<file path="src/rtl/mips_pkg.sv">
// ---------------------------------------------------------------------------
// mips_pkg
// Shared definitions for the MIPS pipeline stage controllers.
//
// Contents:
//   OP_*        6-bit primary opcodes (instr[31:26])
//   FN_*        6-bit R-type function codes (instr[5:0])
//   INSTR_NOP   canonical bubble encoding (sll $0,$0,0)
//   REG_ZERO    index of the hard-wired zero register
//   REG_RA      link register written by jal
//   wd_sel_t    write-data source select for the W stage
//   kind_t      decoded instruction class
//   op_of/funct_of/rt_of/rd_of  field extractors
// ---------------------------------------------------------------------------
package mips_pkg;

   // Primary opcodes
   localparam logic [5:0] OP_R   = 6'b000000;
   localparam logic [5:0] OP_ORI = 6'b001101;
   localparam logic [5:0] OP_LW  = 6'b100011;
   localparam logic [5:0] OP_SW  = 6'b101011;
   localparam logic [5:0] OP_BEQ = 6'b000100;
   localparam logic [5:0] OP_LUI = 6'b001111;
   localparam logic [5:0] OP_J   = 6'b000010;
   localparam logic [5:0] OP_JAL = 6'b000011;

   // R-type function codes
   localparam logic [5:0] FN_ADDU = 6'b100001;
   localparam logic [5:0] FN_SUBU = 6'b100011;
   localparam logic [5:0] FN_JR   = 6'b001000;

   // The all-zero word is sll $0,$0,0, which architecturally does nothing
   localparam logic [31:0] INSTR_NOP = 32'h0000_0000;

   localparam logic [4:0] REG_ZERO = 5'd0;
   localparam logic [4:0] REG_RA   = 5'd31;

   // Where the W-stage write data comes from
   typedef enum logic [1:0] {
      WD_ALU,
      WD_DM,
      WD_PC8
   } wd_sel_t;

   // Instruction classes that the stage controllers care about
   typedef enum logic [3:0] {
      K_NOP,
      K_ADDU,
      K_SUBU,
      K_ORI,
      K_LW,
      K_SW,
      K_BEQ,
      K_LUI,
      K_J,
      K_JAL,
      K_JR
   } kind_t;

   function automatic logic [5:0] op_of(input logic [31:0] instr);
      return instr[31:26];
   endfunction

   function automatic logic [5:0] funct_of(input logic [31:0] instr);
      return instr[5:0];
   endfunction

   function automatic logic [4:0] rt_of(input logic [31:0] instr);
      return instr[20:16];
   endfunction

   function automatic logic [4:0] rd_of(input logic [31:0] instr);
      return instr[15:11];
   endfunction

endpackage

</file>
<file path="src/rtl/grf.sv">
// ---------------------------------------------------------------------------
// grf
// 32 x 32-bit general register file with two combinational read ports and
// one synchronous write port. Register 0 is hard-wired to zero. A read that
// targets the register being written this cycle returns the write data, so
// the D stage sees W-stage results without waiting for the write edge.
//
// Ports:
//   clk          rising-edge clock
//   reset        asynchronous active-low reset, clears every register
//   we           write enable
//   a3           write address
//   wd           write data
//   ra1, ra2     read addresses
//   rd1, rd2     read data (combinational)
// ---------------------------------------------------------------------------
module grf
   import mips_pkg::*;
(
   input  logic        clk,
   input  logic        reset,
   input  logic        we,
   input  logic [4:0]  a3,
   input  logic [31:0] wd,
   input  logic [4:0]  ra1,
   input  logic [4:0]  ra2,
   output logic [31:0] rd1,
   output logic [31:0] rd2
);

   logic [31:0] regs [32];
   logic        write_ok;

   // A write to $0 is silently dropped; the same qualifier gates the bypass
   assign write_ok = we && (a3 != REG_ZERO);

   // Storage update; reset clears all registers without waiting for clk
   always_ff @(posedge clk or negedge reset) begin
      if (!reset) begin
         for (int i = 0; i < 32; i++) begin
            regs[i] <= '0;
         end
      end else if (write_ok) begin
         regs[a3] <= wd;
      end
   end

   // Read port 1: $0 reads zero, a matching in-flight write is forwarded
   always_comb begin
      rd1 = regs[ra1];
      if (ra1 == REG_ZERO) begin
         rd1 = '0;
      end else if (write_ok && (ra1 == a3)) begin
         rd1 = wd;
      end
   end

   // Read port 2: same rules as port 1
   always_comb begin
      rd2 = regs[ra2];
      if (ra2 == REG_ZERO) begin
         rd2 = '0;
      end else if (write_ok && (ra2 == a3)) begin
         rd2 = wd;
      end
   end

endmodule

</file>
<file path="src/rtl/wb_stage.sv">
// ---------------------------------------------------------------------------
// wb_stage
// Write-back stage of the five-stage MIPS pipeline. Holds the M/W pipeline
// register, decodes the W-stage instruction into a register-write request,
// selects the write data, owns the register file and counts retirements.
//
// Parameters:
//   RESET_PC     pc_w value after reset
//   NOP_INSTR    bubble encoding loaded on reset and on flush
//
// Ports:
//   clk          rising-edge clock
//   reset        asynchronous active-low reset
//   flush_m      replace the incoming M-stage instruction with a bubble
//   instr_m      M-stage instruction
//   pc_m         M-stage PC
//   alu_m        M-stage ALU result
//   dm_rd_m      M-stage data-memory read word
//   ra1_d/ra2_d  D-stage register read addresses
//   rd1_d/rd2_d  D-stage register read data (combinational)
//   we_w         W-stage register-write enable
//   a3_w         W-stage destination register
//   wd_w         W-stage write data
//   retired      count of non-bubble instructions that left W
// ---------------------------------------------------------------------------
module wb_stage
   import mips_pkg::*;
#(
   parameter logic [31:0] RESET_PC  = 32'h0000_3000,
   parameter logic [31:0] NOP_INSTR = INSTR_NOP
)
(
   input  logic        clk,
   input  logic        reset,
   input  logic        flush_m,
   input  logic [31:0] instr_m,
   input  logic [31:0] pc_m,
   input  logic [31:0] alu_m,
   input  logic [31:0] dm_rd_m,
   input  logic [4:0]  ra1_d,
   input  logic [4:0]  ra2_d,
   output logic [31:0] rd1_d,
   output logic [31:0] rd2_d,
   output logic        we_w,
   output logic [4:0]  a3_w,
   output logic [31:0] wd_w,
   output logic [31:0] retired
);

   logic [31:0] instr_w;
   logic [31:0] pc_w;
   logic [31:0] alu_w;
   logic [31:0] dm_w;
   logic [31:0] retired_q;
   kind_t       kind_w;
   wd_sel_t     wd_sel_w;

   // M/W pipeline register. A flushed slot keeps the M-stage PC so that
   // the bubble still carries a meaningful address, but its data is zeroed.
   always_ff @(posedge clk or negedge reset) begin
      if (!reset) begin
         instr_w <= NOP_INSTR;
         pc_w    <= RESET_PC;
         alu_w   <= '0;
         dm_w    <= '0;
      end else if (flush_m) begin
         instr_w <= NOP_INSTR;
         pc_w    <= pc_m;
         alu_w   <= '0;
         dm_w    <= '0;
      end else begin
         instr_w <= instr_m;
         pc_w    <= pc_m;
         alu_w   <= alu_m;
         dm_w    <= dm_rd_m;
      end
   end

   // Retirement counter. Anything other than the bubble encoding counts,
   // including encodings the decoder treats as nop; it wraps naturally.
   always_ff @(posedge clk or negedge reset) begin
      if (!reset) begin
         retired_q <= '0;
      end else if (instr_w != NOP_INSTR) begin
         retired_q <= retired_q + 32'd1;
      end
   end

   assign retired = retired_q;

   // Classify the W instruction. Unknown opcodes and unknown R-type
   // functions fall through to K_NOP so they can never write a register.
   always_comb begin
      kind_w = K_NOP;
      if (instr_w != NOP_INSTR) begin
         case (op_of(instr_w))
            OP_R: begin
               case (funct_of(instr_w))
                  FN_ADDU: kind_w = K_ADDU;
                  FN_SUBU: kind_w = K_SUBU;
                  FN_JR:   kind_w = K_JR;
                  default: kind_w = K_NOP;
               endcase
            end
            OP_ORI:  kind_w = K_ORI;
            OP_LW:   kind_w = K_LW;
            OP_SW:   kind_w = K_SW;
            OP_BEQ:  kind_w = K_BEQ;
            OP_LUI:  kind_w = K_LUI;
            OP_J:    kind_w = K_J;
            OP_JAL:  kind_w = K_JAL;
            default: kind_w = K_NOP;
         endcase
      end
   end

   // Register-write request derived from the instruction class. The
   // destination is forced to 0 for non-writing instructions so the
   // hazard unit never sees a stale register number.
   always_comb begin
      we_w     = 1'b0;
      a3_w     = REG_ZERO;
      wd_sel_w = WD_ALU;
      case (kind_w)
         K_ADDU, K_SUBU: begin
            we_w = 1'b1;
            a3_w = rd_of(instr_w);
         end
         K_ORI, K_LUI: begin
            we_w = 1'b1;
            a3_w = rt_of(instr_w);
         end
         K_LW: begin
            we_w     = 1'b1;
            a3_w     = rt_of(instr_w);
            wd_sel_w = WD_DM;
         end
         K_JAL: begin
            we_w     = 1'b1;
            a3_w     = REG_RA;
            wd_sel_w = WD_PC8;
         end
         default: begin
            we_w     = 1'b0;
            a3_w     = REG_ZERO;
            wd_sel_w = WD_ALU;
         end
      endcase
   end

   // Write-data mux; jal links past its delay slot, hence pc+8
   always_comb begin
      case (wd_sel_w)
         WD_DM:   wd_w = dm_w;
         WD_PC8:  wd_w = pc_w + 32'd8;
         default: wd_w = alu_w;
      endcase
   end

   grf u_grf (
      .clk   (clk),
      .reset (reset),
      .we    (we_w),
      .a3    (a3_w),
      .wd    (wd_w),
      .ra1   (ra1_d),
      .ra2   (ra2_d),
      .rd1   (rd1_d),
      .rd2   (rd2_d)
   );

endmodule

</file>
<file path="config.mk">
export PLATFORM = sky130hd
export DESIGN_NAME = wb_stage
export DESIGN_NICKNAME = d
export VERILOG_FILES = /design/src/rtl/mips_pkg.sv /design/src/rtl/grf.sv /design/src/rtl/wb_stage.sv
export SDC_FILE = /design/constraint.sdc
export NUM_CORES = 2
export LEC_CHECK = 0
export BUFFER_PORTS_ARGS = -buffer_cell sky130_fd_sc_hd__buf_2
export CORE_MARGIN = 2
export CORE_UTILIZATION = 55
export CTS_BUF_LIST = sky130_fd_sc_hd__clkbuf_16
export DETAILED_ROUTE_END_ITERATION = 10
export GPL_TIMING_DRIVEN = 0
export HOLD_SLACK_MARGIN = 0.12
export PLACE_DENSITY_LB_ADDON = 0.15
export SLEW_MARGIN = 25
export SYNTH_ARGS = -nofsm -noshare
export SYNTH_HDL_FRONTEND = slang
export SYNTH_HIERARCHICAL = 1
export SYNTH_SLANG_ARGS = --single-unit
</file>
<file path="constraint.sdc">
create_clock -name clk -period 5.3 [get_ports clk]
set_input_delay 1.06 -clock clk [delete_from_list [all_inputs] [get_ports clk]]
set_output_delay 1.06 -clock clk [all_outputs]
set_load 0.02 [all_outputs]
</file>
==> reports/metrics.json <==
{
  "clock_network": {
    "clock-root-buffer": "clkbuf_16",
    "clockBufferDepth": 3,
    "cts.clk_slew.worst_paths_ns": 0.06,
    "tritoncts_num_sinks": 1184,
    "tritoncts.num_buffers": 135,
    "cts-hold-fix-buffers": 0,
    "clock_tree.htree_level_count": 4,
    "tritoncts": "built",
    "worst_skew_pair_later_pin_latency_ns": 0.76
  },
  "layout": {
    "filler_cell_count": 8552,
    "drive_gt1_share_pct": 46.2,
    "area_growth_syn_to_layout_pct": 16.0,
    "nNetsFinal": 5084,
    "postLayoutCellArea_sq_um": 72000
  },
  "setup_path": {
    "timing_worst_setup_path_type": "primary input to output pin",
    "end_kind": "output pin",
    "critical_path.max_fanout": 10,
    "cp.required_ns": 4.24,
    "critPathArrivalTime_ns": 4.48,
    "worstSetupStartpointType": "primary input"
  },
  "global_routing": {
    "first_global_vias": 45400,
    "maximum_number_of_pins_on_one_net_before_global_route_repair": 131,
    "grt-ovfl-total": 0,
    "wire_length_of_the_first_global_routing_pass_um": 359000,
    "grtUsageTotal_pct": 45.1,
    "antenna_found_initial": 17
  },
  "yosys": {
    "synth.ff_latch_count": 1184,
    "synth_area_leader_cell": "dfrtp_1",
    "synth_seq_area_share_pct": 47.8,
    "synth.distinct_cells": 74,
    "yosys.cell_count.top_type": "dfrtp_1",
    "avgSynthCellArea_sq_um": 13.9,
    "synth.cell_area_sq_um": 62000,
    "synth_common_cells": "dfrtp_1 (1182), mux2_2 (995), mux4_2 (364)",
    "synth_async_sr_flop_share_pct": 100,
    "synth_warnings": 6,
    "synthFlopType": "dfrtp_1",
    "postSynthCellCount": 4470,
    "yosys.area.top_type_share_pct": 47.7,
    "syn_nets": 4616,
    "synthTopCellsByArea": "dfrtp_1 (48%), mux2_2 (18%), mux4_2 (13%)",
    "synth_enable_flop_cells": 0
  },
  "power": {
    "pwr_density_nw_per_um2": 288,
    "peak_vdd_ir_mv": 0.305,
    "power_frac_clock_pct": 43.2,
    "internal_power_mw": 15.1,
    "power.static_leakage_nw": 34.0,
    "switching_fraction_of_total_power_pct": 27.5,
    "sequentialPowerShare_pct": 45.0,
    "p_switching_mw": 5.71,
    "combPwrFrac_pct": 11.8
  },
  "place": {
    "place.port_buffers": 267,
    "place_area_sq_um": 66000,
    "post-dp-hpwl_um": 187000,
    "place.gp.congestion": 1.04,
    "placement.setup.worst_slack_ns": -0.781
  },
  "timing": {
    "layout_worst_path_cycle_share_pct": 104,
    "slew_headroom_pct": 17.7,
    "final.setup_skew_ns": 0.0167,
    "fmaxAchievable_mhz": 181,
    "report.final.setup_viol": 62,
    "rsz0062_at_grt": "yes",
    "timing.final.crit_period_ns": 5.54,
    "tightest_slew_ns": 1.23,
    "worst_slack_ns": -0.238,
    "pins_over_their_slew_limit": 0,
    "hold_viol": 0
  },
  "detailed_routing": {
    "wire_per_inst_um": 40.1,
    "drt.antenna.violating_nets": 0,
    "wirelength_um": 263000,
    "met3_wirelength_um": 39200,
    "highest_layer": "met5",
    "met1Wirelength_um": 96400,
    "dr.pass1.iters": 6,
    "vias_per_cell": 7.12,
    "dr_total_vias": 46700,
    "remaining_drc_errors": 0,
    "dr_wl_met2_um": 108000,
    "drt-initial-drc-count": 6505
  },
  "floorplan": {
    "fp.dieArea_sq_um": 116000,
    "die_height_um": 340,
    "pin_count": 275,
    "core_area_sq_um": 112000,
    "placementRows": 123,
    "floorplan.initialDensity_pct": 55.3,
    "die_w_um": 340
  },
  "run": {
    "cap_viol_max_count": 0
  },
  "status": {
    "failed_checks": "negative setup slack",
    "status": "finished with violations"
  },
  "hold_path": {
    "timing.hold.worst.class": "primary input to async pin"
  }
}
==> per-layer routing <==
metal | global-route usage, % | vias to the layer above
li1 | - | 18000
met5 | 0 | -
met4 | 26.4 | 8
met2 | 61.9 | 3555
met1 | 58.7 | 24300
met3 | 20.9 | 834
==> layout by cell type, fill, tap and decap left out, types with 17 or more instances in the layout <==
master,synthesis,routed
dfrtp_1,1182,1179
mux2_2,995,995
mux4_2,364,364
buf_2,107,322
mux2i_1,287,283
nand2_1,155,151
clkbuf_1,249,149
clkbuf_16,0,140
nor2b_1,103,102
a22oi_1,88,88
buf_4,27,87
buf_6,29,85
clkbuf_2,0,61
o22ai_1,57,57
mux2_1,53,53
buf_1,54,50
inv_1,15,49
nor2_1,71,48
a21oi_1,58,43
xnor2_1,37,34
a221oi_1,35,32
a211oi_1,36,32
o221ai_1,37,32
o21ai_1,36,31
nand3_1,30,30
clkinv_1,1,29
nor3_1,55,28
xor2_1,30,28
a221o_1,27,25
clkinv_2,0,20
nor3_2,3,18
nor2_2,2,17
==> final timing paths <==
path | cells past startpoint | slack (ns) | to | startpoint
max in group asynchronous | 4 | 2.85 | dm_w[5] | reset
min in group clk | 1 | 0.40 | pc_w[13] | pc_m[13]
max reg2reg | 12 | 0.47 | u_grf/regs[743] | instr_w[29]
min | 1 | 0.28 | u_grf/regs[889] | reset
min reg2reg | 1 | 0.48 | retired[31] | retired[31]
max | 10 | -0.24 | rd1_d[31] | ra1_d[0]
==> logic make-up after synthesis <==
group,count (synthesis),synth area share (%)
multiplexers,1699,36.9
flip-flops,1184,47.8
AND/OR/NAND/NOR,527,4.66
AO/OA/AOI/OAI,506,6.02
buffers and inverters,482,3.65
XOR/XNOR,67,0.946
adder cells (fa/ha/maj),5,0.101
==> worst max-delay path, cell delays in order <==
cell and delay (ns):
buf_2 0.33, buf_4 0.46, buf_2 0.36, buf_2 0.49, mux2i_1 0.32, o22ai_1 0.14, a211oi_1 0.50, nand2_1 0.17
a32o_2 0.42, buf_6 0.17
==> power groups by stage <==
stage | sequential (mW) | combinational [mW] | clock (mW)
after global routing | 9.35 | 2.48 | 9.37
final | 9.34 | 2.46 | 8.96
after CTS | 9.33 | 2.29 | 9.03
after detailed placement | 9.49 | 2.22 | 0
after floorplan | 9.48 | 1.04 | 0
after global placement | 9.50 | 2.15 | 0
==> per-stage QoR <==
| step | util, % | std cells | TNS [ns] | power, mW | hold slack [ns] |
|---|---|---|---|---|---|
| global route | 64.1 | 6544 | -12.83 | 21.2 | 0.339 |
| finish | 64.1 | 6554 | -9.34 | 20.8 | 0.283 |
| global placement | 58.2 | 6237 | - | 11.6 | 0.453 |
| detailed placement | 58.8 | 6268 | -18.48 | 11.7 | 0.467 |
| floorplan | - | 4470 | 0 | 10.5 | 0.441 |
| CTS | 63.3 | 6518 | -0.350 | 20.6 | 0.298 |
==> sequential cells by signal, indices dropped and copies added, names as in the netlist <==
signal,flops
pc_w,32
alu_w,32
instr_w,32
dm_w,32
retired,32
u_grf/regs,1024
==> area by class of cell <==
cell class	count	area [sq um]	area share [%]
diodes	14	35.0	0.0487
multi-input cells	2804	31100	43.2
plain buffers	440	2370	3.29
inverters	16	60.1	0.0835
well taps	1500	1880	2.61
clock inverters	101	687	0.955
clock buffers	138	3450	4.80
repair buffers	357	2740	3.81
flip-flops and latches	1184	29600	41.2
==> what timing repair did <==
item	in CTS	in global routing
pin swaps	34	38
setup buffers	34	22
gates cloned	0	3
gates resized for setup	208	171
setup endpoints to repair	79	64
Note: power is estimated with default switching activity, not from simulation.
